**config.mk**
```make
export PLATFORM = sky130hd
export DESIGN_NAME = dbi_access_arbiter
export DESIGN_NICKNAME = d
export VERILOG_FILES = /design/src/rtl/dbi_pkg.sv /design/src/rtl/dbi_rr_arbiter.sv /design/src/rtl/dbi_access_arbiter.sv
export SDC_FILE = /design/constraint.sdc
export NUM_CORES = 1
export LEC_CHECK = 0
export ABC_CLOCK_PERIOD_IN_PS = 2400
export CAP_MARGIN = 40
export CORE_UTILIZATION = 47
export CTS_CLUSTER_DIAMETER = 150
export DETAILED_ROUTE_END_ITERATION = 10
export GPL_TIMING_DRIVEN = 0
export PLACE_DENSITY = 0.8
export SLEW_MARGIN = 20
export SYNTH_ARGS = -nofsm -noshare
export SYNTH_HDL_FRONTEND = slang
export SYNTH_SLANG_ARGS = --single-unit
```
**constraint.sdc**
```tcl
create_clock -name clk -period 2.4 [get_ports clk]
set_clock_uncertainty 0.1 [all_clocks]
set_input_delay 0.24 -clock clk [delete_from_list [all_inputs] [get_ports clk]]
set_output_delay 0.24 -clock clk [all_outputs]
set_load 0.05 [all_outputs]
```
**src/rtl/dbi_pkg.sv**
```systemverilog
// rtl/dbi_pkg.sv - shared state encoding and constants for the DBI access arbiter
package dbi_pkg;

  typedef enum logic [2:0] {
    ST_IDLE    = 3'd0,
    ST_UNLK_RD = 3'd1,
    ST_UNLK_WR = 3'd2,
    ST_ACCESS  = 3'd3,
    ST_DONE    = 3'd4
  } dbi_state_e;

  localparam logic [31:0] DEF_ADDR_WR_PROT = 32'h0000_08BC;
  localparam int          DEF_WR_PROT_BIT  = 0;
  localparam logic [31:0] TIMEOUT_RDATA    = 32'hFFFF_FFFF;
  localparam int          TMO_W            = 8;

  function automatic logic [31:0] unlock_value(input logic [31:0] cur, input int bit_pos);
    return cur | (32'd1 << bit_pos);
  endfunction

endpackage

```
**src/rtl/dbi_rr_arbiter.sv**
```systemverilog
// rtl/dbi_rr_arbiter.sv - combinational round-robin pick starting after the last winner
module dbi_rr_arbiter
  import dbi_pkg::*;
#(
  parameter int NUM_REQ = 2,
  parameter int IDX_W   = 1
) (
  input  logic [NUM_REQ-1:0] req_i,
  input  logic [IDX_W-1:0]   ptr_i,
  output logic [NUM_REQ-1:0] grant_o,
  output logic [IDX_W-1:0]   idx_o,
  output logic               valid_o
);

  logic [IDX_W-1:0] cand;

  // Walk from farthest to nearest so the nearest set bit after ptr_i wins.
  always_comb begin
    grant_o = '0;
    idx_o   = '0;
    valid_o = 1'b0;
    cand    = '0;
    for (int k = NUM_REQ; k >= 1; k--) begin
      cand = IDX_W'((int'(ptr_i) + k) % NUM_REQ);
      if (req_i[cand]) begin
        grant_o       = '0;
        grant_o[cand] = 1'b1;
        idx_o         = cand;
        valid_o       = 1'b1;
      end
    end
  end

endmodule

```
**src/rtl/dbi_access_arbiter.sv**
```systemverilog
// rtl/dbi_access_arbiter.sv - round-robin DBI master with ack timeout and one-time write-protect unlock
module dbi_access_arbiter
  import dbi_pkg::*;
#(
  parameter int          NUM_REQ        = 2,
  parameter int          TIMEOUT_CYCLES = 255,
  parameter int          AUTO_UNLOCK    = 1,
  parameter logic [31:0] ADDR_WR_PROT   = DEF_ADDR_WR_PROT,
  parameter int          WR_PROT_BIT    = DEF_WR_PROT_BIT
) (
  input  logic                   clk,
  input  logic                   rst_n,
  input  logic [NUM_REQ-1:0]     req,
  input  logic [NUM_REQ-1:0]     req_wr,
  input  logic [NUM_REQ-1:0]     req_cs2,
  input  logic [NUM_REQ*32-1:0]  req_addr,
  input  logic [NUM_REQ*32-1:0]  req_wdata,
  input  logic [NUM_REQ*4-1:0]   req_be,
  output logic [NUM_REQ-1:0]     done,
  output logic [31:0]            rdata,
  output logic                   err,
  input  logic                   init_active,
  input  logic                   relock,
  output logic                   drp_dbi_cs,
  output logic                   drp_dbi_cs2_exp,
  output logic [3:0]             drp_dbi_wr,
  output logic [31:0]            drp_dbi_addr,
  output logic [31:0]            drp_dbi_din,
  output logic                   drp_app_dbi_ro_wr_disable,
  input  logic [31:0]            drp_lbc_dbi_dout,
  input  logic                   drp_lbc_dbi_ack
);

  localparam int IDX_W = (NUM_REQ > 1) ? $clog2(NUM_REQ) : 1;
  localparam logic [TMO_W-1:0] TMO_LAST = TMO_W'(TIMEOUT_CYCLES - 1);

  dbi_state_e         state_q;
  logic [IDX_W-1:0]   ptr_q;
  logic               unlocked_q;
  logic [TMO_W-1:0]   cnt_q;
  logic [NUM_REQ-1:0] lat_gnt_q;
  logic               lat_wr_q;
  logic               lat_cs2_q;
  logic [31:0]        lat_addr_q;
  logic [31:0]        lat_wdata_q;
  logic [3:0]         lat_be_q;
  logic [31:0]        unlk_din_q;
  logic               cs_q;
  logic               cs2_q;
  logic [3:0]         wr_q;
  logic [31:0]        addr_q;
  logic [31:0]        din_q;
  logic [NUM_REQ-1:0] done_q;
  logic [31:0]        rdata_q;
  logic               err_q;
  logic               ro_dis_q;

  logic [NUM_REQ-1:0] gnt;
  logic [IDX_W-1:0]   gnt_idx;
  logic               gnt_valid;
  logic               sel_wr;
  logic               sel_cs2;
  logic [31:0]        sel_addr;
  logic [31:0]        sel_wdata;
  logic [3:0]         sel_be;

  dbi_rr_arbiter #(
    .NUM_REQ (NUM_REQ),
    .IDX_W   (IDX_W)
  ) u_rr (
    .req_i   (req),
    .ptr_i   (ptr_q),
    .grant_o (gnt),
    .idx_o   (gnt_idx),
    .valid_o (gnt_valid)
  );

  always_comb begin
    sel_wr    = 1'b0;
    sel_cs2   = 1'b0;
    sel_addr  = '0;
    sel_wdata = '0;
    sel_be    = '0;
    for (int i = 0; i < NUM_REQ; i++) begin
      if (gnt[i]) begin
        sel_wr    = req_wr[i];
        sel_cs2   = req_cs2[i];
        sel_addr  = req_addr[i*32 +: 32];
        sel_wdata = req_wdata[i*32 +: 32];
        sel_be    = req_be[i*4 +: 4];
      end
    end
  end

  always_ff @(posedge clk) begin
    if (!rst_n) begin
      state_q     <= ST_IDLE;
      ptr_q       <= '0;
      unlocked_q  <= 1'b0;
      cnt_q       <= '0;
      lat_gnt_q   <= '0;
      lat_wr_q    <= 1'b0;
      lat_cs2_q   <= 1'b0;
      lat_addr_q  <= '0;
      lat_wdata_q <= '0;
      lat_be_q    <= '0;
      unlk_din_q  <= '0;
      cs_q        <= 1'b0;
      cs2_q       <= 1'b0;
      wr_q        <= '0;
      addr_q      <= '0;
      din_q       <= '0;
      done_q      <= '0;
      rdata_q     <= '0;
      err_q       <= 1'b0;
      ro_dis_q    <= 1'b1;
    end else begin
      ro_dis_q <= ~init_active;
      done_q   <= '0;
      if (relock) unlocked_q <= 1'b0;

      case (state_q)
        ST_IDLE: begin
          if (gnt_valid) begin
            ptr_q       <= gnt_idx;
            lat_gnt_q   <= gnt;
            lat_wr_q    <= sel_wr;
            lat_cs2_q   <= sel_cs2;
            lat_addr_q  <= sel_addr;
            lat_wdata_q <= sel_wdata;
            lat_be_q    <= sel_be;
            cs_q        <= 1'b1;
            cnt_q       <= '0;
            if (sel_wr && (AUTO_UNLOCK != 0) && !unlocked_q) begin
              state_q <= ST_UNLK_RD;
              addr_q  <= ADDR_WR_PROT;
              din_q   <= '0;
              wr_q    <= '0;
              cs2_q   <= 1'b0;
            end else begin
              state_q <= ST_ACCESS;
              addr_q  <= sel_addr;
              din_q   <= sel_wr ? sel_wdata : '0;
              wr_q    <= sel_wr ? sel_be : 4'h0;
              cs2_q   <= sel_cs2;
            end
          end
        end

        ST_UNLK_RD, ST_UNLK_WR, ST_ACCESS: begin
          // cs low here means the previous sub-access just finished: launch the next one.
          if (!cs_q) begin
            cs_q <= 1'b1;
            if (state_q == ST_UNLK_WR) begin
              addr_q <= ADDR_WR_PROT;
              din_q  <= unlk_din_q;
              wr_q   <= 4'hF;
              cs2_q  <= 1'b0;
            end else begin
              addr_q <= lat_addr_q;
              din_q  <= lat_wr_q ? lat_wdata_q : '0;
              wr_q   <= lat_wr_q ? lat_be_q : 4'h0;
              cs2_q  <= lat_cs2_q;
            end
          end else if (drp_lbc_dbi_ack) begin
            cs_q  <= 1'b0;
            cs2_q <= 1'b0;
            wr_q  <= '0;
            cnt_q <= '0;
            if (state_q == ST_UNLK_RD) begin
              unlk_din_q <= unlock_value(drp_lbc_dbi_dout, WR_PROT_BIT);
              state_q    <= ST_UNLK_WR;
            end else if (state_q == ST_UNLK_WR) begin
              if (!relock) unlocked_q <= 1'b1;
              state_q <= ST_ACCESS;
            end else begin
              state_q <= ST_DONE;
              done_q  <= lat_gnt_q;
              rdata_q <= lat_wr_q ? '0 : drp_lbc_dbi_dout;
              err_q   <= 1'b0;
            end
          end else if (cnt_q == TMO_LAST) begin
            cs_q    <= 1'b0;
            cs2_q   <= 1'b0;
            wr_q    <= '0;
            cnt_q   <= '0;
            state_q <= ST_DONE;
            done_q  <= lat_gnt_q;
            rdata_q <= TIMEOUT_RDATA;
            err_q   <= 1'b1;
          end else begin
            cnt_q <= cnt_q + 8'd1;
          end
        end

        ST_DONE: begin
          state_q <= ST_IDLE;
          rdata_q <= '0;
          err_q   <= 1'b0;
        end

        default: state_q <= ST_IDLE;
      endcase
    end
  end

  assign done                      = done_q;
  assign rdata                     = rdata_q;
  assign err                       = err_q;
  assign drp_dbi_cs                = cs_q;
  assign drp_dbi_cs2_exp           = cs2_q;
  assign drp_dbi_wr                = wr_q;
  assign drp_dbi_addr              = addr_q;
  assign drp_dbi_din               = din_q;
  assign drp_app_dbi_ro_wr_disable = ro_dis_q;

endmodule

```
# == Word level (Yosys, flattened, before mapping) ==
# Index checks and enable logic that the tools add are counted.
# classes
add_sub_neg,3
reduce_logical,17
eq_ne,12
n_lt_le_gt_ge,4
muxes,94
n_mul,0
n_div,0
shifts,0
bitwise_logic,1
# ops
op,count
$mux 32,20
$pmux 32 s2,3
$mux 4,10
$mux 1,36
$mux 8,4
$mux 3,6
$pmux 8 s2,1
$reduce_and 3->1,5
$mux 2,7
$ne 3x3->1 const B,3
$add 8x1->8 const B,1
$eq 8x8->1 const B,1
$pmux 4 s2,1
$eq 3x2->1 const B,2
$ne 2x2->1 const B,3
$pmux 1 s2,3
$pmux 3 s2,1
$reduce_and 5->1,1
$lt 1x2->1 const B,2
$ne 4x4->1 const B,1
$reduce_and 2->1,2
$reduce_and 4->1,1
$reduce_bool 2->1,2
$eq 3x1->1 const B,1
9 further kinds,14
# totals
mem_count,0
romBits,0
elab_cells,151
latchBits,0
inputBits,179
register_bits,223
ram_bits,0

# == Depth between registers and ports, before layout ==
# depth
ltp_word,13
depth_mapped,8

# == Modules after synthesis ==
# From an unflattened synthesis, not the netlist that was laid out.
# hier_totals
hier_cells,1061
area_unflattened_um2,9773.1
# modules_own_cells
mod,cells_each,instances,area_each_um2
dbi_access_arbiter,1056,1,9740.6
dbi_rr_arbiter,5,1,32.5

# == Worst setup path before layout ==
# OpenSTA, ideal clock, no wires.
# synth_timing
path_type,register to register
start,register cnt_q[0]
end,register cnt_q[7]
period_less_slack_ns,1.928
stages_incl_launch_ff,8
setup_slack_ns,0.472
required_time_ns,2.230
arrival_time_ns,1.758
setup_time_ns,0.070
path_buffers,0
path_cell_list,dfxtp_1 -> inv_1 -> ha_1 -> and3_1 -> a211oi_4 -> nand2_1 -> or3_1 -> a21oi_1
# synth_between
elab_chain_cells,5
word_cells_on_any_way,6
# synth_lines
item,line_no,source
from (decl),dbi_access_arbiter.sv:40,logic [TMO_W-1:0] cnt_q;
from (signal assigned),dbi_access_arbiter.sv:192,cnt_q <= cnt_q + 8'd1;
$add 8x1->8 or $eq 8x8->1 (tied branches),"dbi_access_arbiter.sv:192, dbi_access_arbiter.sv:182",
$mux 8 *,dbi_access_arbiter.sv:182,end else if (cnt_q == TMO_LAST) begin
$mux 8 *,dbi_access_arbiter.sv:165,end else if (drp_lbc_dbi_ack) begin
$mux 8 *,dbi_access_arbiter.sv:152,if (!cs_q) begin
$pmux 8 s2 *,dbi_access_arbiter.sv:122,case (state_q)
# Every way passes the cells marked *; elsewhere a longest branch is shown, timed or not. The select of a mux whose other input is x is not followed.
# A chain may end at the register's enable or synchronous reset.

# == Worst setup path in the final report ==
# layout_timing
start,register ptr_q
end,"register din_q[13], in the netlist drp_dbi_din[13]"
# layout_between
elab_chain_cells,13
word_cells_on_any_way,31
# layout_lines
item,line_no,source
from (decl),dbi_access_arbiter.sv:38,logic [IDX_W-1:0] ptr_q;
from (signal assigned),dbi_access_arbiter.sv:125,ptr_q <= gnt_idx;
$add 1x1->1,dbi_rr_arbiter.sv:24,cand = IDX_W'((int'(ptr_i) + k) % NUM_REQ);
$lt 1x2->1 (not written as such) or $ge 1x1->1 (tied branches),dbi_rr_arbiter.sv:27,grant_o[cand] = 1'b1;
$logic_and 1x1->1 (not written as such),dbi_rr_arbiter.sv:27,
$mux 1 (not written as such),dbi_rr_arbiter.sv:27,
$demux 1 s1,-,
$mux 2 (2 in series),dbi_rr_arbiter.sv:25,if (req_i[cand]) begin
$mux 32 or $mux 1 (tied branches) (2 in series),dbi_access_arbiter.sv:85,if (gnt[i]) begin
$mux 32 or $logic_and 1x1->1 (tied branches),"dbi_access_arbiter.sv:143, dbi_access_arbiter.sv:134",
$mux 32,dbi_access_arbiter.sv:134,if (sel_wr && (AUTO_UNLOCK != 0) && !unlocked_q) begin
$mux 32,dbi_access_arbiter.sv:124,if (gnt_valid) begin
$pmux 32 s2,dbi_access_arbiter.sv:122,
to (signal assigned),dbi_access_arbiter.sv:143,din_q <= sel_wr ? sel_wdata : '0;
to (signal assigned),dbi_access_arbiter.sv:156,din_q <= unlk_din_q;
to (signal assigned),dbi_access_arbiter.sv:161,din_q <= lat_wr_q ? lat_wdata_q : '0;
to (decl),dbi_access_arbiter.sv:52,logic [31:0] din_q;
# Parallel ways exist; a longest one is shown, timed or not. The select of a mux whose other input is x is not followed.

==> metrics.cfg <==
[yosys]
synth_fp_nets=1231
synth_area_leaders=dfxtp_1, a22oi_1, a21oi_1, a211oi_1, o211a_1
ys_seq_elements=223
syn_inst=1050
ys_seq_area_frac=0.468
yosysTopAreaCellShare=0.468
netlist_area_um2=9540
synthFlopType=dfxtp_1
yosysUniqueCellTypes=51
synth.yosys.warnings=0
synth_top_cell_by_area=dfxtp_1
yosysMostFrequentCell=dfxtp_1
syn_area_per_cell_um2=9.08
synthArstFlopShare=0
synth_edf_count=0
synthTopCellsByCount=dfxtp_1, a21oi_1, nor2_1, nand2_1, a22oi_1

[worst_setup_path]
path_buf_inv=2
path_class=flip-flop to flip-flop
cpLargestDelayFamily=buffers and inverters
crit_fanout=11
crit_arrival_ns=2.68
cp-start-kind=flip-flop
worstSetupEndpointType=flip-flop
slowest_delay_ns=0.49
cp.required_ns=2.74
cp_slowest_cell=buf_1
cp_cell_sequence=a21boi_2 > buf_2 > buf_1 > a22oi_1 > o22a_1 > a21oi_1

[timing]
slew_headroom=0.426
drv_slew=0
setup_slack_ns=0.0596
fmax_mhz=427
finalHoldViolCount=0
worstMarginPinSlew_ns=0.861
layout_min_cycle_time_ns=2.34
rsz0062_at_grt=false
finalSetupViolCount=0
finalCritPeriodShare=0.975

[power]
p_leak_nw=5.12
ir_drop_uv=716
power.density_nw_per_um2=1360

[detailed_routing]
route.detailed.drc=0
first_pass_iters=5
wl_um=33000
post_drt_wl_per_cell_um=20.1
drtIter0Drc=766
vias=9880
ant_nets=0
avgViaCountPerCell=6.02

[clock_tree]
htreeDepth=1
cts_tree=done
cts_made_buffers=23
root_buffer=clkbuf_16
clk_pin_slew_worst_paths_ns=0.07
clkLatencyLatePin_ns=0.51
cts_max_path_buffers=3
cts_sinks=223

[grt]
grt_overflow=0
track_usage=0.309
grt_first_pass_wirelength_um=49900
antenna_found_initial=0
grt_pass1_vias=9347
grt_max_degree=14

[placement]
port_buffers=283
hpwlAfterDp_um=23900
dp_worst_setup_slack_ns=-0.356
place_congestion=0.929

[floorplanning]
die_x_um=144
die_area_um2=20900
core-area_um2=19700
initial_core_util=0.485
die_h_um=144
io_pins=285
row_count=51

[hold_path]
min-delay-path-class=primary input to flip-flop

[layout]
fill_cells=1577
seq_area_um2=4460
drive_above_1_share=0.0765
multiInputGateArea_um2=4540
area_growth_pct=41.1
nets=1538
utilization=0.685

[status]
status=completed

[job]
cap_violations=0

## path summary, 6_finish.rpt
path                                from                              endpoint  slack [ns]  depth (start not counted)
max                   ptr_q$_SDFFE_PN0P_          drp_dbi_din[13]$_SDFFE_PN0P_        0.06                          6
min reg2reg  unlk_din_q[14]$_SDFFE_PN0P_           unlk_din_q[14]$_SDFFE_PN0P_        0.36                          2
min                          init_active  drp_app_dbi_ro_wr_disable$_SDFF_PN1_        0.12                          2
max reg2reg           ptr_q$_SDFFE_PN0P_          drp_dbi_din[13]$_SDFFE_PN0P_        0.06                          6
## cells in the final DEF (no fill, tap or decap), types with 23 or more instances in the layout
| master | instances |
|---|---|
| a211oi_1 | 66 |
| a21o_1 | 32 |
| a21oi_1 | 102 |
| a22oi_1 | 69 |
| a2bb2oi_1 | 26 |
| a32oi_1 | 32 |
| buf_2 | 48 |
| clkbuf_1 | 57 |
| clkbuf_16 | 23 |
| clkdlybuf4s50_1 | 283 |
| dfxtp_1 | 223 |
| nand2_1 | 75 |
| nor2_1 | 82 |
| o211a_1 | 34 |
| o21ai_0 | 67 |
| o22a_1 | 32 |
## report_power, final
group	switching, W	total [W]	internal, W
Combinational	0.00604	0.00908	0.00305
Clock	0.00147	0.00356	0.00209
Sequential	0.000705	0.00568	0.00497
Total	0.00822	0.0183	0.0101
## cell families (layout without fill, tap and decap cells)
| logic type | after synthesis | after routing | share of synthesized area |
|---|---|---|---|
| other cells | 0 | 3 | 0 |
| xor+xnor | 5 | 5 | 0.00459 |
| compound gates | 506 | 506 | 0.380 |
| buf+inv | 118 | 441 | 0.0555 |
| flops | 223 | 223 | 0.468 |
| fa+ha+maj | 2 | 2 | 0.00262 |
| simple gates | 196 | 196 | 0.0888 |
## layout make-up
cell class,instances,share of cell area
buffer,113,0.0382
sequential,223,0.332
timing repair buffer,283,0.210
clock inverter,6,0.00455
multi-input combinational,709,0.338
tap,265,0.0246
antenna,3,0.000558
inverter,4,0.00112
clock buffer,35,0.0513
## metrics by stage
stage / instance area, um^2 / TNS (ns) / hold slack [ns] / instances / total power, W
finish: 13500 / 0 / 0.117 / 1641 / 0.0183
global route: 13500 / 0 / 0.128 / 1638 / 0.0192
CTS: 13500 / 0 / 0.114 / 1639 / 0.0182
detailed placement: 12700 / -21.34 / 0.348 / 1598 / 0.0147
global placement: 12700 / -17.29 / 0.343 / 1598 / 0.0145
floorplan: 9540 / 0 / 0.210 / 1050 / 0.0116
## state kept, by name, indices dropped and copies added (netlist names)
signal / flops
drp_dbi_cs2_exp: 1
lat_cs2_q: 1
done: 2
lat_be_q: 4
drp_dbi_addr: 32
ptr_q: 1
drp_dbi_cs: 1
err: 1
lat_wdata_q: 32
state_q: 3
lat_addr_q: 32
unlk_din_q: 32
cnt_q: 8
rdata: 32
lat_gnt_q: 2
lat_wr_q: 1
drp_dbi_din: 32
drp_dbi_wr: 4
drp_app_dbi_ro_wr_disable: 1
unlocked_q: 1
## layer usage
layer	vias up	wire length (um)	global-route usage
met2	504	15600	0.525
met1	4719	13500	0.392
met4	0	790	0.0970
met3	59	3170	0.0623
li1	4598	-	-
met5	-	0	0
## repair_timing
item,4_1_cts,5_1_grt
resized for setup,0,5
setup endpoints to repair,0,17
hold buffers,0,0
buffers inserted,0,0
Note: power is estimated with default switching activity, not from simulation.
